**config.mk**
```make
export PLATFORM = sky130hd
export DESIGN_NAME = display_scan_ctrl
export DESIGN_NICKNAME = d
export VERILOG_FILES = /design/src/rtl/display_scan_ctrl.sv
export SDC_FILE = /design/constraint.sdc
export NUM_CORES = 1
export LEC_CHECK = 0
export CAP_MARGIN = 25
export CORE_UTILIZATION = 45
export CTS_CLUSTER_SIZE = 12
export DETAILED_ROUTE_END_ITERATION = 10
export GPL_ROUTABILITY_DRIVEN = 0
export HOLD_SLACK_MARGIN = 0.02
export PLACE_DENSITY = 0.67
export SLEW_MARGIN = 10
export SYNTH_ARGS = -nofsm -noshare
export SYNTH_HDL_FRONTEND = slang
export SYNTH_SLANG_ARGS = --single-unit
```
**constraint.sdc**
```tcl
create_clock -name clk -period 4 [get_ports clk]
set_clock_uncertainty 0.05 [all_clocks]
set_input_delay 0.4 -clock clk [delete_from_list [all_inputs] [get_ports clk]]
set_output_delay 0.4 -clock clk [all_outputs]
set_load 0.01 [all_outputs]
```
**src/rtl/display_scan_ctrl.sv**
```systemverilog
// Multiplexed symbol display scanner with double-buffered frames.
// Blank gap before each digit, frame-boundary commit of new frames.
module display_scan_ctrl #(
  parameter int NUM_DIGITS   = 4,
  parameter int PRESCALE     = 50000,
  parameter int BLANK_CYCLES = 16
) (
  input  logic                    clk,
  input  logic                    rst_n,
  input  logic                    enable,
  input  logic                    load,
  input  logic [3*NUM_DIGITS-1:0] load_data,
  output logic                    load_ack,
  output logic [2:0]              sym_code,
  output logic [NUM_DIGITS-1:0]   digit_en_n,
  output logic                    frame_start
);

  localparam int MAXC = (PRESCALE > BLANK_CYCLES) ? PRESCALE : BLANK_CYCLES;
  localparam int CW   = $clog2(MAXC + 1);
  localparam int IW   = $clog2(NUM_DIGITS);
  localparam int FW   = 3 * NUM_DIGITS;

  localparam logic [CW-1:0] PLAST = CW'(PRESCALE - 1);
  localparam logic [CW-1:0] BLAST = CW'(BLANK_CYCLES - 1);
  localparam logic [IW-1:0] ILAST = IW'(NUM_DIGITS - 1);

  typedef enum logic [1:0] {IDLE, BLANK, SHOW} state_t;

  state_t          state, state_d;
  logic [IW-1:0]   idx, idx_d;
  logic [CW-1:0]   cnt, cnt_d;
  logic [FW-1:0]   active, active_d;
  logic [FW-1:0]   shadow, shadow_d;
  logic            pending, pending_d;
  logic            commit;
  logic            ack_d, fs_d;
  logic [2:0]      sym_d;
  logic [NUM_DIGITS-1:0] dig_d;

  always_comb begin
    state_d = state;
    idx_d   = idx;
    cnt_d   = cnt;
    commit  = 1'b0;
    unique case (state)
      IDLE: begin
        commit = pending | load;
        if (enable) begin
          state_d = BLANK;
          idx_d   = '0;
          cnt_d   = '0;
        end
      end
      BLANK: begin
        if (!enable) begin
          state_d = IDLE;
          idx_d   = '0;
          cnt_d   = '0;
        end else if (cnt == BLAST) begin
          state_d = SHOW;
          cnt_d   = '0;
        end else begin
          cnt_d = cnt + 1'b1;
        end
      end
      SHOW: begin
        commit = (idx == ILAST) && (cnt == PLAST)
               && (pending | load);
        if (!enable) begin
          state_d = IDLE;
          idx_d   = '0;
          cnt_d   = '0;
        end else if (cnt == PLAST) begin
          state_d = BLANK;
          cnt_d   = '0;
          idx_d   = (idx == ILAST) ? '0 : idx + 1'b1;
        end else begin
          cnt_d = cnt + 1'b1;
        end
      end
      default: begin
        state_d = IDLE;
        idx_d   = '0;
        cnt_d   = '0;
      end
    endcase

    // a load on the commit cycle bypasses the shadow buffer
    shadow_d  = load ? load_data : shadow;
    active_d  = commit ? shadow_d : active;
    pending_d = commit ? 1'b0 : (load | pending);
    ack_d     = commit;

    dig_d = '1;
    sym_d = 3'b000;
    fs_d  = 1'b0;
    if (state_d != IDLE) begin
      sym_d = active_d[3*idx_d +: 3];
      if (state_d == SHOW)
        dig_d = ~(NUM_DIGITS'(1) << idx_d);
      fs_d = (state_d == BLANK) && (idx_d == '0)
           && (cnt_d == '0);
    end
  end

  always_ff @(posedge clk) begin
    if (!rst_n) begin
      state       <= IDLE;
      idx         <= '0;
      cnt         <= '0;
      active      <= '0;
      shadow      <= '0;
      pending     <= 1'b0;
      load_ack    <= 1'b0;
      sym_code    <= 3'b000;
      digit_en_n  <= '1;
      frame_start <= 1'b0;
    end else begin
      state       <= state_d;
      idx         <= idx_d;
      cnt         <= cnt_d;
      active      <= active_d;
      shadow      <= shadow_d;
      pending     <= pending_d;
      load_ack    <= ack_d;
      sym_code    <= sym_d;
      digit_en_n  <= dig_d;
      frame_start <= fs_d;
    end
  end

endmodule

```
# Yosys cells after proc, flatten, opt, wreduce, memory -nomap -nowiden
# Cells that the tools add are included.
# op_classes
n_addsub,2
n_mul,1
n_eq_ne,7
shift,2
mux,21
bitwise,3
reduce_logical,11
# op_table
op,n
2-to-1 mux 16 bit,5
one-hot mux 16 bit (3 select lines),1
2-to-1 mux 12 bit,2
2-to-1 mux 2 bit,10
adder 16 x 1 -> 16 bit (second input constant),1
equality test 16 bit (second input constant),1
equality test 16 x 4 -> 1 bit (second input constant),1
logical NOT 16 bit,1
one-hot mux 2 bit (3 select lines),2
indexed part select 12 x 5 -> 3 bit,1
equality test 2 bit (second input constant),3
equality test 2 x 1 -> 1 bit (second input constant),2
logical AND 1 bit,4
logical NOT 2 bit,2
multiplier 2 x 2 -> 4 bit (first input constant),1
NOT 4 bit,1
left shift 1 x 2 -> 4 bit (first input constant),1
AND reduction 3 bit,1
adder 2 x 1 -> 2 bit (second input constant),1
one-hot mux 1 bit (2 select lines),1
AND reduction 2 bit,1
nonzero test 2 bit,1
OR reduction 2 bit,1
NOT 1 bit,1
bitwise OR 1 bit,1
# word_totals
register_bits,54
input_bits,16

# Logic depth before layout (Yosys ltp)
# depth
ltp_word,8
mapped_depth,10
mapped_depth_nobuf,8

# Worst setup path after synthesis
# Ideal clock, no wire load.
# synth_path
path_type,register to register
from,register cnt[10]
to,register sym_code[0]
setup_time_ns,0.129
arrival_time_ns,2.344
required_time_ns,3.821
slack_ns,1.477
stages_incl_launch_ff,10
n_path_buf,2
synth_period_minus_slack_ns,2.523
path_cell_list,dfxtp_1 -> buf_2 -> or4_4 -> nor4_4 -> mux2i_1 -> nand2_1 -> buf_4 -> a21boi_1 -> nor3_1 -> a211oi_2
# synth_between
elab_chain_cells,6
# synth_lines
element,line,source
from (decl),32,"logic [CW-1:0] cnt, cnt_d;"
from (signal assigned),122,cnt <= cnt_d;
equality test 16 bit or equality test 16 x 4 -> 1 bit (tied branches),"68, 74, 60",
2-to-1 mux 2 bit (tied with other cells),74,end else if (cnt == PLAST) begin
2-to-1 mux 2 bit (tied with other cells),70,if (!enable) begin
one-hot mux 2 bit (3 select lines) or one-hot mux 1 bit (2 select lines) (tied branches),46,unique case (state)
multiplier 2 x 2 -> 4 bit (tied with other cells),99,sym_d = active_d[3*idx_d +: 3];
indexed part select 12 x 5 -> 3 bit or AND reduction 2 bit (tied branches),--,
to (signal assigned),127,sym_code <= sym_d;
to (decl),14,"output logic [2:0] sym_code,"
# Several ways; a longest one is shown, not always the timed one.
# A chain may end at the register's enable or synchronous reset.

# Worst setup path after layout
# layout_path
from,register cnt[11]
to,register frame_start
# layout_between
elab_chain_cells,7
# layout_lines
element,line,source
"parallel branches: the longest is 7 deep, another holds adder 16 x 1 -> 16 bit",--,
to (signal assigned),129,frame_start <= fs_d;
to (decl),16,output logic frame_start
# Several ways; the timed one is not identified.

==> results.md <==
- The run finished with clean final reports.
- The remaining design rule violation count is 0.
- The analysis attributes to cell leakage a power of 1.09 nW.
- The top flip-flop cell by instance count after synthesis is sky130_fd_sc_hd__dfxtp_1.
- The type of element launching the critical path is a flop.
- The clock edge transition at the registers on the reported setup and hold paths is 100 ps.
- After legalization and detailed placement, the total HPWL measured 4160 um.
- The synthesized instance count is 332.
- The largest area contributor in the netlist is sky130_fd_sc_hd__dfxtp_1.
- The number of buffer cells added on primary ports is 24.
- The worst setup path is captured at a flop.
- The standard cell area after detailed placement is 3010 sq um.
- The internal power consumption is 0.000747 W.
- The post-CTS setup buffer count is 0.
- The most frequently used cell type in the post-synthesis netlist is sky130_fd_sc_hd__dfxtp_1.
- The register area is 1080 sq um.
- The post-cts repair resize count is 0.
- The final hold violation count is 0.
- The share of synthesized registers carrying an async set or reset is 0%.
- For this run, global-route usage on met2 was measured as 30.5%.
- The endpoint with the worst hold slack is active[4].
- The worst path arrival time is 3040 ps.
- Compared with the post-synthesis result, the final layout area differs by 12.2%.
- The area enclosed by the die boundary is 6470 sq um.
- At the pin with the least slew margin, the transition time is 809 ps.
- The highest ir drop seen on vdd is 210 uV.
- The fraction of layout instances using a drive strength above 1 is 7.60%.
- The first-iteration detailed-routing DRC count is 250.
- The sequential cell area fraction in the yosys report is 39.0%.
- The met1 track utilization from global routing is 28.9%.
- The number of nets handed over by synthesis was 350.
- The total overflow reported by the global router is 0.
- The cell at the root of the clock tree is sky130_fd_sc_hd__clkbuf_8.
- Subtracting the final worst setup slack from the clock period gives 2860 ps.
- The end of the worst register-to-register path is frame_start.
- The worst min-delay path category is flop to flop.
- The final-stage net count is 359.
- In the final routed layout, each cell accounts on average for 14.5 um.
- The achievable clock frequency is 350 MHz.
- The x dimension of the die is 80.5 um.
- The worst hold path passes through 2 cells.
- The share of total power consumed by net switching is 24.9%.
- In the finished design, the share of the clock period the worst path needs comes to 71.5%.
- Setup slack on the critical path of the routed design comes to 1140 ps.
- The maximum fanout encountered on the critical timing path is 15.
- The number of flops mapped to enable cells by yosys is 0.
- For this design, the CTS-stage hold fixing added 0 buffers.
- Global routing used 3.07% of the available met3 tracks.
- After global routing, the most crowded layer is met2.
- The startpoint of the worst register-to-register path is cnt[11].
- By area the synthesized netlist is led by sky130_fd_sc_hd__dfxtp_1 39%, sky130_fd_sc_hd__a21oi_1 5.4%, sky130_fd_sc_hd__mux2i_1 4.3%.
- Once layout is complete, the cells apart from fillers number 417.
- The footprint of the multi-input gates is 1570 sq um.
- By startpoint and endpoint, the worst setup path is classified as flop to flop.
- Max-cap violations in this run came to 0.
- The tree built by TritonCTS fans out to 54 sinks.
- In this run the power spent charging and discharging nets is 0.000247 W.
- Setup violations remaining at the end of the flow were counted as 0.
- The netlist area before placement is 2770 sq um.
- Ranked by instance count, the synthesized netlist is headed by 54 x sky130_fd_sc_hd__dfxtp_1, 30 x sky130_fd_sc_hd__a21oi_1, 26 x sky130_fd_sc_hd__nor2_1.
- The number of synthesis warnings is 0.
- In this run the most critical hold path is launched from active[4].
- The filler cell count in the final layout is 573.
- The clock power share is 33.1%.
- The clock tree from TritonCTS is done.
- The final cell area excluding filler cells is 3110 sq um.
- Setup repair after global routing left no endpoint under its margin.
- The detailed-router iteration count before antenna repair is 5.
- The wire length of the first global-routing pass is 10,200 um.
- For the worst-skew pair, the clock arrives at the later sink with an insertion delay of 310 ps.
- The post-synthesis register bit count is 54.
- The number of global-route vias before repair is 2,157.
- For the worst setup path, the data required time is 4180 ps.
- The initial antenna violation count is 0.
- The global-route usage over all layers is 20.0%.
- The pre-CTS setup slack is 1160 ps.
- The number of ports placed on the die boundary is 25.
- The reg2reg setup slack is 1140 ps.
- The count of H-tree levels built during CTS is 2.
- After synthesis, the largest area contributor takes up 39.0% of total cell area.
- The mean cell area of the mapped netlist is 8.34 sq um.
- The die is 80.5 um tall.
- The pin count of the biggest net entering global routing is 38.
- The number of pins with negative max-slew slack in the final report came to 0.
- For this design the ratio of total power to cell area is 320 nW/um^2.
- The detail route stage leaves a number of antenna-violating nets equal to 0.
- The number of vias after detailed routing is 2,407.
- The cell row count is 28.
- The number of antenna diodes in the final layout is 0.
- The sequential group share of total power is 56.6%.
- The buffer depth of the longest clock path is 2.
- The setup TNS is 0 ps.
- Using the TritonRoute via totals, the vias-per-cell ratio works out to 5.77.
- In this run the standard cell core region covers 5920 sq um.
- The number of library cell types mapped by synthesis is 53.
- In this run, the combinational gates consume 10.2% of the power.
- At the end of the flow the core is filled with cells to 52.5%.
- Measured in cells, the most critical reg-to-reg path has a length of 7.
- Once the floorplan was initialized, standard cells occupied 46.8% of the core.
- Including well taps, the total number of placed cells is 409.
- The total CTS buffers is 5.
- The total length of routed wires is 6030 um.
- The relative slew slack is 45.9%.
[worst max-delay path by stage]
stage | from | end | slack (ps) | cells after the start
floorplan | cnt[10] | sym_code[0] | 1480 | 9
global placement | enable | cnt[8] | 1190 | 6
detailed placement | enable | cnt[8] | 1160 | 6
CTS | cnt[11] | frame_start | 1140 | 7
global route | cnt[10] | cnt[7] | 930 | 7
finish | cnt[11] | frame_start | 1140 | 7
[sequential cells by signal, indices dropped and copies added (netlist names)]
register,count
cnt,16
pending,1
state,2
shadow,12
idx,2
load_ack,1
sym_code,3
frame_start,1
digit_en_n,4
active,12
[worst max-delay path, stage by stage (launching register included)]
cell and delay (ps):
sky130_fd_sc_hd__dfxtp_1 410, sky130_fd_sc_hd__or4_4 560, sky130_fd_sc_hd__nor4_4 550, sky130_fd_sc_hd__or4bb_1 250, sky130_fd_sc_hd__and2_1 490, sky130_fd_sc_hd__or3_1 180, sky130_fd_sc_hd__o21ai_1 90, sky130_fd_sc_hd__nor4b_2 200
[per-layer routing]
metal	vias to the layer above	wire, um	part of all wire [%]
li1	1215	-	-
met1	1115	3020	50
met2	69	2640	44
met3	8	303	5.0
met4	0	69	1.1
met5	-	0	0
[power groups by stage]
| stage | logic, W | registers (W) | clock network [W] |
|---|---|---|---|
| after detailed placement | 0.000101 | 0.000576 | 0 |
| after floorplan | 0.0000684 | 0.000574 | 0 |
| after CTS | 0.000102 | 0.000564 | 0.000336 |
| after global routing | 0.000114 | 0.000566 | 0.000357 |
| final | 0.000102 | 0.000563 | 0.000330 |
| after global placement | 0.000101 | 0.000575 | 0 |
[area by class of cell]
type,instances,area share (%)
clock inverters,2,0.523
inverters,3,0.362
multi-input cells,251,50.5
repair buffers,26,8.21
clock buffers,6,2.66
well taps,75,3.02
flip-flops and latches,54,34.8
[placed cells by master, fill, tap and decap left out, types with 3 or more instances in the layout]
cell,netlist,layout
sky130_fd_sc_hd__dfxtp_1,54,54
sky130_fd_sc_hd__a21oi_1,30,30
sky130_fd_sc_hd__nor2_1,26,26
sky130_fd_sc_hd__nand2_1,24,24
sky130_fd_sc_hd__clkdlybuf4s50_1,0,24
sky130_fd_sc_hd__nand3_1,16,16
sky130_fd_sc_hd__and2_1,16,16
sky130_fd_sc_hd__o21ai_0,15,15
sky130_fd_sc_hd__nor3_1,14,14
sky130_fd_sc_hd__mux2i_1,12,12
sky130_fd_sc_hd__nor2b_1,11,11
sky130_fd_sc_hd__a21boi_0,8,8
sky130_fd_sc_hd__mux2_2,6,6
sky130_fd_sc_hd__clkbuf_8,0,6
sky130_fd_sc_hd__and3_1,5,5
sky130_fd_sc_hd__or3_1,4,4
sky130_fd_sc_hd__nand4_1,4,4
sky130_fd_sc_hd__a22oi_1,4,4
sky130_fd_sc_hd__a31oi_1,4,4
sky130_fd_sc_hd__nor4_1,3,3
sky130_fd_sc_hd__inv_1,3,3
sky130_fd_sc_hd__nand3b_1,3,3
sky130_fd_sc_hd__a21boi_1,3,3
sky130_fd_sc_hd__a211oi_1,3,3
sky130_fd_sc_hd__o211ai_1,3,3
[metrics by stage]
stage	total power [W]	hold WS (ps)
6_report	0.000995	454
5_1_grt	0.00104	496
4_1_cts	0.00100	459
3_5_place_dp	0.000677	445
3_3_place_gp	0.000676	446
2_1_floorplan	0.000642	418
[logic make-up after synthesis]
logic type      count (synthesis)  share of synthesized area [%]
xor+xnor                        1                          0.316
flops                          54                           39.0
fa+ha+maj                       2                          0.903
buf+inv                        27                           4.34
mux                            18                           6.78
compound gates                 90                           21.1
simple gates                  140                           27.6
Note: power is estimated with default switching activity, not from simulation.
